## src/rtl/axi_lite_arbiter_if.sv

```systemverilog
// AXI4-Lite signal bundle: 32-bit address/data, 4-bit write mask, single-beat channels.
// The master modport drives requests; the slave modport drives ready/response signals.
interface axi_lite_if;
  logic [31:0] araddr;
  logic        arvalid;
  logic        arready;
  logic [31:0] rdata;
  logic [1:0]  rresp;
  logic        rvalid;
  logic        rready;
  logic [31:0] awaddr;
  logic        awvalid;
  logic        awready;
  logic [31:0] wdata;
  logic [3:0]  wmask;
  logic        wvalid;
  logic        wready;
  logic [1:0]  bresp;
  logic        bvalid;
  logic        bready;

  modport master (
    output araddr, arvalid, rready, awaddr, awvalid, wdata, wmask, wvalid, bready,
    input  arready, rdata, rresp, rvalid, awready, wready, bresp, bvalid
  );

  modport slave (
    input  araddr, arvalid, rready, awaddr, awvalid, wdata, wmask, wvalid, bready,
    output arready, rdata, rresp, rvalid, awready, wready, bresp, bvalid
  );
endinterface

```

## src/rtl/axi_lite_arbiter.sv

```systemverilog
// Round-robin 2:1 AXI4-Lite arbiter (m0 = IFU, m1 = LSU) with one transaction in flight.
// The grant is registered, so a new request never reaches the slave port in the cycle it appears.
module axi_lite_arbiter #(
  parameter logic RESET_LAST = 1'b1
) (
  input logic        clk,
  input logic        reset,
  axi_lite_if.slave  m0,
  axi_lite_if.slave  m1,
  axi_lite_if.master s
);

  typedef enum logic [2:0] {
    IDLE  = 3'd0,
    RD_M0 = 3'd1,
    RD_M1 = 3'd2,
    WR_M0 = 3'd3,
    WR_M1 = 3'd4
  } state_t;

  state_t state_r;
  logic   last_grant_r;
  logic   aw_done_r;   // doubles as "AR accepted" while in a read state
  logic   w_done_r;

  logic req0_s, req1_s, win_m1_s, win_rd_s;
  logic rd_m0_s, rd_m1_s, wr_m0_s, wr_m1_s, rd_act_s, wr_act_s, gnt_m1_s;
  logic ar_hs_s, r_hs_s, aw_hs_s, w_hs_s, b_hs_s;

  logic [31:0] sel_araddr_s, sel_awaddr_s, sel_wdata_s;
  logic [3:0]  sel_wmask_s;
  logic        sel_arvalid_s, sel_rready_s, sel_awvalid_s, sel_wvalid_s, sel_bready_s;

  // Request decode and winner selection for the next arbitration
  always_comb begin
    req0_s   = m0.arvalid | m0.awvalid;
    req1_s   = m1.arvalid | m1.awvalid;
    win_m1_s = req1_s & (~req0_s | ~last_grant_r);
    win_rd_s = win_m1_s ? m1.arvalid : m0.arvalid;
  end

  // State decode shared by the muxes and the handshake detection
  always_comb begin
    rd_m0_s  = (state_r == RD_M0);
    rd_m1_s  = (state_r == RD_M1);
    wr_m0_s  = (state_r == WR_M0);
    wr_m1_s  = (state_r == WR_M1);
    rd_act_s = rd_m0_s | rd_m1_s;
    wr_act_s = wr_m0_s | wr_m1_s;
    gnt_m1_s = rd_m1_s | wr_m1_s;
  end

  // Request-side fields of whichever master currently holds the grant
  always_comb begin
    sel_araddr_s  = gnt_m1_s ? m1.araddr  : m0.araddr;
    sel_arvalid_s = gnt_m1_s ? m1.arvalid : m0.arvalid;
    sel_rready_s  = gnt_m1_s ? m1.rready  : m0.rready;
    sel_awaddr_s  = gnt_m1_s ? m1.awaddr  : m0.awaddr;
    sel_awvalid_s = gnt_m1_s ? m1.awvalid : m0.awvalid;
    sel_wdata_s   = gnt_m1_s ? m1.wdata   : m0.wdata;
    sel_wmask_s   = gnt_m1_s ? m1.wmask   : m0.wmask;
    sel_wvalid_s  = gnt_m1_s ? m1.wvalid  : m0.wvalid;
    sel_bready_s  = gnt_m1_s ? m1.bready  : m0.bready;
  end

  // Slave-port request channels; zero whenever nothing is granted
  always_comb begin
    s.araddr  = rd_act_s ? sel_araddr_s : 32'h0;
    s.arvalid = rd_act_s & sel_arvalid_s & ~aw_done_r;
    s.rready  = rd_act_s & sel_rready_s;
    s.awaddr  = wr_act_s ? sel_awaddr_s : 32'h0;
    s.awvalid = wr_act_s & sel_awvalid_s & ~aw_done_r;
    s.wdata   = wr_act_s ? sel_wdata_s : 32'h0;
    s.wmask   = wr_act_s ? sel_wmask_s : 4'h0;
    s.wvalid  = wr_act_s & sel_wvalid_s & ~w_done_r;
    s.bready  = wr_act_s & sel_bready_s;
  end

  // Handshakes seen on the slave port
  always_comb begin
    ar_hs_s = s.arvalid & s.arready;
    r_hs_s  = s.rvalid  & s.rready;
    aw_hs_s = s.awvalid & s.awready;
    w_hs_s  = s.wvalid  & s.wready;
    b_hs_s  = s.bvalid  & s.bready;
  end

  // Master 0 response path; responses are passed through unchanged, errors included
  always_comb begin
    m0.arready = rd_m0_s & s.arready & ~aw_done_r;
    m0.rvalid  = rd_m0_s & s.rvalid;
    m0.rdata   = rd_m0_s ? s.rdata : 32'h0;
    m0.rresp   = rd_m0_s ? s.rresp : 2'b00;
    m0.awready = wr_m0_s & s.awready & ~aw_done_r;
    m0.wready  = wr_m0_s & s.wready & ~w_done_r;
    m0.bvalid  = wr_m0_s & s.bvalid;
    m0.bresp   = wr_m0_s ? s.bresp : 2'b00;
  end

  // Master 1 response path
  always_comb begin
    m1.arready = rd_m1_s & s.arready & ~aw_done_r;
    m1.rvalid  = rd_m1_s & s.rvalid;
    m1.rdata   = rd_m1_s ? s.rdata : 32'h0;
    m1.rresp   = rd_m1_s ? s.rresp : 2'b00;
    m1.awready = wr_m1_s & s.awready & ~aw_done_r;
    m1.wready  = wr_m1_s & s.wready & ~w_done_r;
    m1.bvalid  = wr_m1_s & s.bvalid;
    m1.bresp   = wr_m1_s ? s.bresp : 2'b00;
  end

  // Arbitration FSM with round-robin pointer and per-channel completion flags
  always_ff @(posedge clk or posedge reset) begin
    if (reset) begin
      state_r      <= IDLE;
      last_grant_r <= RESET_LAST;
      aw_done_r    <= 1'b0;
      w_done_r     <= 1'b0;
    end else begin
      case (state_r)
        IDLE: begin
          aw_done_r <= 1'b0;
          w_done_r  <= 1'b0;
          if (req0_s | req1_s) begin
            last_grant_r <= win_m1_s;
            if (win_rd_s) begin
              state_r <= win_m1_s ? RD_M1 : RD_M0;
            end else begin
              state_r <= win_m1_s ? WR_M1 : WR_M0;
            end
          end else begin
            state_r <= IDLE;
          end
        end
        RD_M0, RD_M1: begin
          if (r_hs_s) begin
            state_r   <= IDLE;
            aw_done_r <= 1'b0;
          end else if (ar_hs_s) begin
            aw_done_r <= 1'b1;
          end else begin
            aw_done_r <= aw_done_r;
          end
        end
        WR_M0, WR_M1: begin
          if (b_hs_s) begin
            state_r   <= IDLE;
            aw_done_r <= 1'b0;
            w_done_r  <= 1'b0;
          end else begin
            aw_done_r <= aw_done_r | aw_hs_s;
            w_done_r  <= w_done_r | w_hs_s;
          end
        end
        default: begin
          state_r   <= IDLE;
          aw_done_r <= 1'b0;
          w_done_r  <= 1'b0;
        end
      endcase
    end
  end

endmodule

```

## src/flat_wrapper.sv

```systemverilog
// flat-port wrapper written by rule: the top's interface ports become plain ports
module axi_lite_arbiter_flat 
#(
  parameter logic RESET_LAST = 1'b1
)
  (clk, reset, m0_araddr, m0_arvalid, m0_rready, m0_awaddr, m0_awvalid, m0_wdata, m0_wmask, m0_wvalid, m0_bready, m0_arready, m0_rdata, m0_rresp, m0_rvalid, m0_awready, m0_wready, m0_bresp, m0_bvalid, m1_araddr, m1_arvalid, m1_rready, m1_awaddr, m1_awvalid, m1_wdata, m1_wmask, m1_wvalid, m1_bready, m1_arready, m1_rdata, m1_rresp, m1_rvalid, m1_awready, m1_wready, m1_bresp, m1_bvalid, s_araddr, s_arvalid, s_rready, s_awaddr, s_awvalid, s_wdata, s_wmask, s_wvalid, s_bready, s_arready, s_rdata, s_rresp, s_rvalid, s_awready, s_wready, s_bresp, s_bvalid);
  axi_lite_if m0_i ();
  axi_lite_if m1_i ();
  axi_lite_if s_i ();
  input logic clk;
  input logic reset;
  input wire logic [$bits(m0_i.araddr)-1:0] m0_araddr;
  input wire logic [$bits(m0_i.arvalid)-1:0] m0_arvalid;
  input wire logic [$bits(m0_i.rready)-1:0] m0_rready;
  input wire logic [$bits(m0_i.awaddr)-1:0] m0_awaddr;
  input wire logic [$bits(m0_i.awvalid)-1:0] m0_awvalid;
  input wire logic [$bits(m0_i.wdata)-1:0] m0_wdata;
  input wire logic [$bits(m0_i.wmask)-1:0] m0_wmask;
  input wire logic [$bits(m0_i.wvalid)-1:0] m0_wvalid;
  input wire logic [$bits(m0_i.bready)-1:0] m0_bready;
  output wire logic [$bits(m0_i.arready)-1:0] m0_arready;
  output wire logic [$bits(m0_i.rdata)-1:0] m0_rdata;
  output wire logic [$bits(m0_i.rresp)-1:0] m0_rresp;
  output wire logic [$bits(m0_i.rvalid)-1:0] m0_rvalid;
  output wire logic [$bits(m0_i.awready)-1:0] m0_awready;
  output wire logic [$bits(m0_i.wready)-1:0] m0_wready;
  output wire logic [$bits(m0_i.bresp)-1:0] m0_bresp;
  output wire logic [$bits(m0_i.bvalid)-1:0] m0_bvalid;
  input wire logic [$bits(m1_i.araddr)-1:0] m1_araddr;
  input wire logic [$bits(m1_i.arvalid)-1:0] m1_arvalid;
  input wire logic [$bits(m1_i.rready)-1:0] m1_rready;
  input wire logic [$bits(m1_i.awaddr)-1:0] m1_awaddr;
  input wire logic [$bits(m1_i.awvalid)-1:0] m1_awvalid;
  input wire logic [$bits(m1_i.wdata)-1:0] m1_wdata;
  input wire logic [$bits(m1_i.wmask)-1:0] m1_wmask;
  input wire logic [$bits(m1_i.wvalid)-1:0] m1_wvalid;
  input wire logic [$bits(m1_i.bready)-1:0] m1_bready;
  output wire logic [$bits(m1_i.arready)-1:0] m1_arready;
  output wire logic [$bits(m1_i.rdata)-1:0] m1_rdata;
  output wire logic [$bits(m1_i.rresp)-1:0] m1_rresp;
  output wire logic [$bits(m1_i.rvalid)-1:0] m1_rvalid;
  output wire logic [$bits(m1_i.awready)-1:0] m1_awready;
  output wire logic [$bits(m1_i.wready)-1:0] m1_wready;
  output wire logic [$bits(m1_i.bresp)-1:0] m1_bresp;
  output wire logic [$bits(m1_i.bvalid)-1:0] m1_bvalid;
  output wire logic [$bits(s_i.araddr)-1:0] s_araddr;
  output wire logic [$bits(s_i.arvalid)-1:0] s_arvalid;
  output wire logic [$bits(s_i.rready)-1:0] s_rready;
  output wire logic [$bits(s_i.awaddr)-1:0] s_awaddr;
  output wire logic [$bits(s_i.awvalid)-1:0] s_awvalid;
  output wire logic [$bits(s_i.wdata)-1:0] s_wdata;
  output wire logic [$bits(s_i.wmask)-1:0] s_wmask;
  output wire logic [$bits(s_i.wvalid)-1:0] s_wvalid;
  output wire logic [$bits(s_i.bready)-1:0] s_bready;
  input wire logic [$bits(s_i.arready)-1:0] s_arready;
  input wire logic [$bits(s_i.rdata)-1:0] s_rdata;
  input wire logic [$bits(s_i.rresp)-1:0] s_rresp;
  input wire logic [$bits(s_i.rvalid)-1:0] s_rvalid;
  input wire logic [$bits(s_i.awready)-1:0] s_awready;
  input wire logic [$bits(s_i.wready)-1:0] s_wready;
  input wire logic [$bits(s_i.bresp)-1:0] s_bresp;
  input wire logic [$bits(s_i.bvalid)-1:0] s_bvalid;
  assign m0_i.araddr = m0_araddr;
  assign m0_i.arvalid = m0_arvalid;
  assign m0_i.rready = m0_rready;
  assign m0_i.awaddr = m0_awaddr;
  assign m0_i.awvalid = m0_awvalid;
  assign m0_i.wdata = m0_wdata;
  assign m0_i.wmask = m0_wmask;
  assign m0_i.wvalid = m0_wvalid;
  assign m0_i.bready = m0_bready;
  assign m0_arready = m0_i.arready;
  assign m0_rdata = m0_i.rdata;
  assign m0_rresp = m0_i.rresp;
  assign m0_rvalid = m0_i.rvalid;
  assign m0_awready = m0_i.awready;
  assign m0_wready = m0_i.wready;
  assign m0_bresp = m0_i.bresp;
  assign m0_bvalid = m0_i.bvalid;
  assign m1_i.araddr = m1_araddr;
  assign m1_i.arvalid = m1_arvalid;
  assign m1_i.rready = m1_rready;
  assign m1_i.awaddr = m1_awaddr;
  assign m1_i.awvalid = m1_awvalid;
  assign m1_i.wdata = m1_wdata;
  assign m1_i.wmask = m1_wmask;
  assign m1_i.wvalid = m1_wvalid;
  assign m1_i.bready = m1_bready;
  assign m1_arready = m1_i.arready;
  assign m1_rdata = m1_i.rdata;
  assign m1_rresp = m1_i.rresp;
  assign m1_rvalid = m1_i.rvalid;
  assign m1_awready = m1_i.awready;
  assign m1_wready = m1_i.wready;
  assign m1_bresp = m1_i.bresp;
  assign m1_bvalid = m1_i.bvalid;
  assign s_araddr = s_i.araddr;
  assign s_arvalid = s_i.arvalid;
  assign s_rready = s_i.rready;
  assign s_awaddr = s_i.awaddr;
  assign s_awvalid = s_i.awvalid;
  assign s_wdata = s_i.wdata;
  assign s_wmask = s_i.wmask;
  assign s_wvalid = s_i.wvalid;
  assign s_bready = s_i.bready;
  assign s_i.arready = s_arready;
  assign s_i.rdata = s_rdata;
  assign s_i.rresp = s_rresp;
  assign s_i.rvalid = s_rvalid;
  assign s_i.awready = s_awready;
  assign s_i.wready = s_wready;
  assign s_i.bresp = s_bresp;
  assign s_i.bvalid = s_bvalid;
  axi_lite_arbiter #(.RESET_LAST(RESET_LAST)) u_core (.clk(clk), .reset(reset), .m0(m0_i), .m1(m1_i), .s(s_i));
endmodule
```

## config.mk

```make
export PLATFORM = sky130hd
export DESIGN_NAME = axi_lite_arbiter_flat
export DESIGN_NICKNAME = d
export VERILOG_FILES = /design/src/rtl/axi_lite_arbiter_if.sv /design/src/rtl/axi_lite_arbiter.sv /design/src/flat_wrapper.sv
export SDC_FILE = /design/constraint.sdc
export NUM_CORES = 1
export LEC_CHECK = 0
export ABC_CLOCK_PERIOD_IN_PS = 2200
export BUFFER_PORTS_ARGS = -buffer_cell sky130_fd_sc_hd__buf_2
export CORE_AREA = 4 4 168 170
export DETAILED_ROUTE_END_ITERATION = 8
export DIE_AREA = 0 0 172 174
export GPL_TIMING_DRIVEN = 0
export PLACE_DENSITY = 0.4
export SYNTH_ARGS = -nofsm -noshare
export SYNTH_HDL_FRONTEND = slang
export SYNTH_SLANG_ARGS = --single-unit
```

## constraint.sdc

```tcl
create_clock -name clk -period 2.2 [get_ports clk]
set_clock_uncertainty 0.1 [all_clocks]
set_input_delay 0.11 -clock clk [delete_from_list [all_inputs] [get_ports clk]]
set_output_delay 0.11 -clock clk [all_outputs]
set_load 0.01 [all_outputs]
```

* After elaboration in Yosys (flattened, before gate mapping)
Cells that the tools add are included.
Word-level totals: register bits 6, bits of input ports 253, output and inout bits 187, logic and storage cells 92
Operators by class: equality and inequality tests 7, muxes and demuxes 33, bitwise logic cells 43, reductions and logical operators 5
Operators with widths (number):
- 2-to-1 mux 32 bit | 8
- AND 1 bit | 30
- 2-to-1 mux 3 bit | 5
- 2-to-1 mux 1 bit | 10
- 2-to-1 mux 2 bit | 5
- bitwise OR 1 bit | 9
- one-hot mux 3 bit (3 select lines) | 1
- 2-to-1 mux 4 bit | 2
- equality test 3 x 2 -> 1 bit (second input constant) | 2
- inequality test 2 x 1 -> 1 bit (second input constant) | 2
- inverter 1 bit | 4
- one-hot mux 1 bit (2 select lines) | 2
- AND reduction 2 bit | 2
- OR reduction 2 bit | 2
- equality test 3 x 1 -> 1 bit (second input constant) | 1
- equality test 3 bit (second input constant) | 1
- logical NOT 3 bit | 1
- inequality test 3 x 1 -> 1 bit (second input constant) | 1

* Logic depth before layout (Yosys ltp)
word-level depth 9, mapped depth 7, gate-level depth less buffers 5

* Least setup slack after synthesis
No wires, ideal clock.
kind register to output, from reg u_core.state_r[1], to out s_awaddr[22], arrival 1405 ps, data required time 1990 ps, setup slack 585 ps, cell stages (with the launch flop) 7, path buffers 3, cell sequence dfrtp_1 > buf_6 > nor3b_4 > nor2_2 > buf_6 > buf_6 > a21oi_1
On the way: cells in the longest elaborated chain, start to end 4, elaborated cells on any way between the ends 7, those cells by class eq/ne (3); mux (2); bitwise (2)
Ends and longest elaborated chain:
- from (decl) | RTL line axi_lite_arbiter.sv:21 | state_t state_r;
- from (signal assigned) | RTL line axi_lite_arbiter.sv:127 | state_r <= win_m1_s ? RD_M1 : RD_M0;
- from (signal assigned) | RTL line axi_lite_arbiter.sv:129 | state_r <= win_m1_s ? WR_M1 : WR_M0;
- equality test 3 x 2 -> 1 bit or equality test 3 bit (tied branches) | RTL line axi_lite_arbiter.sv:45, axi_lite_arbiter.sv:47
- bitwise OR 1 bit | RTL line axi_lite_arbiter.sv:50 | gnt_m1_s = rd_m1_s | wr_m1_s;
- 2-to-1 mux 32 bit | RTL line axi_lite_arbiter.sv:58 | sel_awaddr_s = gnt_m1_s ? m1.awaddr : m0.awaddr;
- 2-to-1 mux 32 bit (*) | RTL line axi_lite_arbiter.sv:71 | s.awaddr = wr_act_s ? sel_awaddr_s : 32'h0;
- to (decl) | RTL line flat_wrapper.sv:49 | output wire logic [$bits(s_i.awaddr)-1:0] s_awaddr;
Every way passes the cells marked *; elsewhere a longest branch is shown, timed or not.

* Final worst setup path
from reg u_core.state_r[2], to out s_araddr[9]
On the way: cells in the longest elaborated chain, start to end 4, elaborated cells on any way between the ends 7, those cells by class eq/ne (3); mux (2); bitwise (2)
Ends and longest elaborated chain:
- equality test 3 x 2 -> 1 bit or equality test 3 bit (tied branches) | RTL line axi_lite_arbiter.sv:45, axi_lite_arbiter.sv:47
- bitwise OR 1 bit | RTL line axi_lite_arbiter.sv:50
- 2-to-1 mux 32 bit | RTL line axi_lite_arbiter.sv:55 | sel_araddr_s = gnt_m1_s ? m1.araddr : m0.araddr;
- 2-to-1 mux 32 bit (*) | RTL line axi_lite_arbiter.sv:68 | s.araddr = rd_act_s ? sel_araddr_s : 32'h0;
- to (decl) | RTL line flat_wrapper.sv:46 | output wire logic [$bits(s_i.araddr)-1:0] s_araddr;
Marks and branches as above.

==> out/qor.txt <==
worst hold-check path type: input port to flop
nets: 1,197
Port Buf Inserts: 439
Fmax: 463 MHz
Final period util: 0.982
CP endpoint: s_araddr[9]
Die X-Extent: 172 um
# IOs: 440
Top FF cell, synth: dfrtp_1
Syn Std Cell Area: 2570 um2
FP Rows: 60
Post-DRT Antenna Nets: 0
vias in the first global route: 4,720
full die area: 29,900 um2
total CTS buffers: 3
total wire length: 19,800 um
pin count of the biggest net entering global routing: 11
final hold vios: 0
Reg2Reg Setup Slack: 390 ps
sequential area share after synthesis: 0.0589
syn nets: 740
clk sinks: 6
Cells after DPL: 1,266
register bit total from synthesis: 6
part of the power in registers: 0.031
Async SR Flop Fraction: 1.00
CTS max path bufs: 2
Storage cell area: 154 um2
CP Capture Type: output pin
Worst Tran Pin Value: 727 ps
outcome: finished, final reports clean
CP Max Fanout: 10
Worst R2R Start: u_core.state_r[0]
H-tree levels: 1
Crit path arrival time: 1950 ps
Pwr per Cell Area: 1220 nW/um2
Area Overhead vs Synth: 119%
RSZ-0062 raised after global routing: true
fin cells: 1,283
DP Area: 5190 um2
Synth Instances: 486
Final Cell Area: 5640 um2
Clock Tree Root: clkbuf_16
routed vias/inst: 3.82
number of synthesized flops with an enable pin: 0
antenna cell count: 0
total track usage: 0.114
Worst-path clk slew: 40 ps
slew margin rel.: 0.511
Avg Inst Size Synth: 5.29 um2
initial antenna violation count: 0
Worst VDD drop: 0.542 mV
Core Area: 26,700 um2
via count: 4,895
Worst setup SP type: flop
DRC: 0
Multi-input gate area: 2250 um2
Clk pwr share: 0.046
fin. max-slew vios: 0
Int Pwr: 3.04 mW
placed wire-length estimate: 16,600 um
GP Congestion: 0.877
final setup violating endpoints: 0
Critical Path RT: 1990 ps
most common cell after layout, fill and taps aside: buf_2
WL per Instance: 15.4 um
number of max-cap violations: 0
worst r2r dst: u_core.state_r[0]
Setup TNS: 0 ps
crit path from: u_core.state_r[2]
Initial Util: 0.0962
share of layout cells above drive strength 1: 0.562
Register-to-Register Path Depth: 5
combinational share of power: 0.923
LEAKAGE: 3.36 nW
switching share of total power: 0.558
chip height: 174 um
synth top area cells: nand2_1 (31%), a21oi_1 (20%), and2_1 (19%), buf_4 (5.5%), dfrtp_1 (4.9%)
Synth Warn #: 0
Fill cells: 3,138
most frequent cells in the layout: buf_2 (446), nand2_1 (209), a21oi_1 (85)
dominant cell type by area after synthesis: nand2_1
kind of critical path: flop to output pin
worst skew pair latency: 230 ps
total gr overflow: 0
top cell type's share of synthesized area: 0.308
Switching Power: 3.84 mW
first-pass GRT wire length: 26,900 um
fin crit period: 2160 ps
CTS tree: done
DRT iter0 DRCs: 198
number of distinct library cells after synthesis: 40
drt first pass iters: 6
-- registers in the layout, summed over array words and instances (netlist names) --
| register | cells |
|---|---|
| u_core.aw_done_r | 1 |
| u_core.last_grant_r | 1 |
| u_core.state_r | 3 |
| u_core.w_done_r | 1 |
-- repair_timing --
| action | CTS | global route |
|---|---|---|
| hold buffers | 1 | 0 |
| gates resized for setup | 23 | 47 |
| gates cloned | 0 | 2 |
| pin swaps | 1 | 5 |
| buffers inserted | 4 | 6 |
| setup endpoints to repair | 120 | 135 |
| endpoints found under the hold margin | 6 | 0 |
-- cells by family (layout without fill, tap and decap cells) --
kind of cell	Yosys count	in the layout	synth area share
simple gates	313	313	0.570
compound gates	122	122	0.257
buf+inv	44	500	0.109
flops	6	6	0.0589
fa+ha+maj	1	1	0.00487
-- metrics by stage --
stage | worst slack [ps] | hold slack [ps] | power, mW | utilization
final | 39.7 | 87.3 | 6.88 | 0.211
after global routing | -34.5 | 116 | 7.53 | 0.211
after CTS | -33.4 | 91.8 | 6.48 | 0.202
after floorplan | 585 | -200 | 3.51 | -
after global placement | -10.2 | -42.3 | 5.92 | 0.194
after detailed placement | 17.2 | -45.0 | 5.87 | 0.194
-- synthesized netlist by cell type (2+ instances only) --
cell type	number
nand2b_1	3
clkbuf_1	6
dfrtp_1	5
buf_4	19
nor4_1	2
a21oi_1	103
clkbuf_2	3
nor3_1	2
a22o_1	5
and2b_1	2
and2_1	77
buf_6	4
a21oi_2	2
o21ai_0	3
and3b_1	2
inv_1	3
nand2_1	211
nor2b_1	2
buf_2	9
nor2_1	3
-- worst max-delay path: stages (launching register included) --
cell	delay, ps
dfrtp_1	390
buf_6	150
nand2b_4	170
a21oi_4	170
buf_6	130
buf_12	130
buf_6	150
nand2_1	70
a21oi_2	180
buf_2	160
-- per-layer routing --
layer | track usage | up-vias | wire length (um)
li1 | - | 2491 | -
met1 | 0.141 | 2183 | 8160
met2 | 0.213 | 211 | 10100
met3 | 0.0150 | 10 | 1410
met4 | 0.0128 | 0 | 169
met5 | 0 | - | 0
-- worst min path at each step --
stage                  start                end  slack, ps  cells after the start
finish              s_wready    u_core.w_done_r         90                      3
global route        s_wready    u_core.w_done_r        120                      3
CTS                 s_wready    u_core.w_done_r         90                      3
detailed placement     reset  u_core.state_r[2]        -40                      2
global placement       reset    u_core.w_done_r        -40                      2
floorplan              reset   u_core.aw_done_r       -200                      1
-- power groups by stage --
| stage | sequential, mW | combinational (mW) | clock, mW |
|---|---|---|---|
| after floorplan | 0.195 | 3.31 | 0 |
| after global placement | 0.206 | 5.71 | 0 |
| after detailed placement | 0.207 | 5.67 | 0 |
| after CTS | 0.208 | 5.96 | 0.319 |
| after global routing | 0.219 | 6.98 | 0.331 |
| final | 0.212 | 6.35 | 0.320 |
-- layout make-up --
type / instances / share of cell area
inverter: 3 / 0.00200
clock buffer: 4 / 0.0140
tap: 341 / 0.0757
timing repair buffer: 452 / 0.415
sequential: 6 / 0.0273
multi-input combinational: 436 / 0.400
buffer: 41 / 0.0666
(Power assumes the default switching activity.)
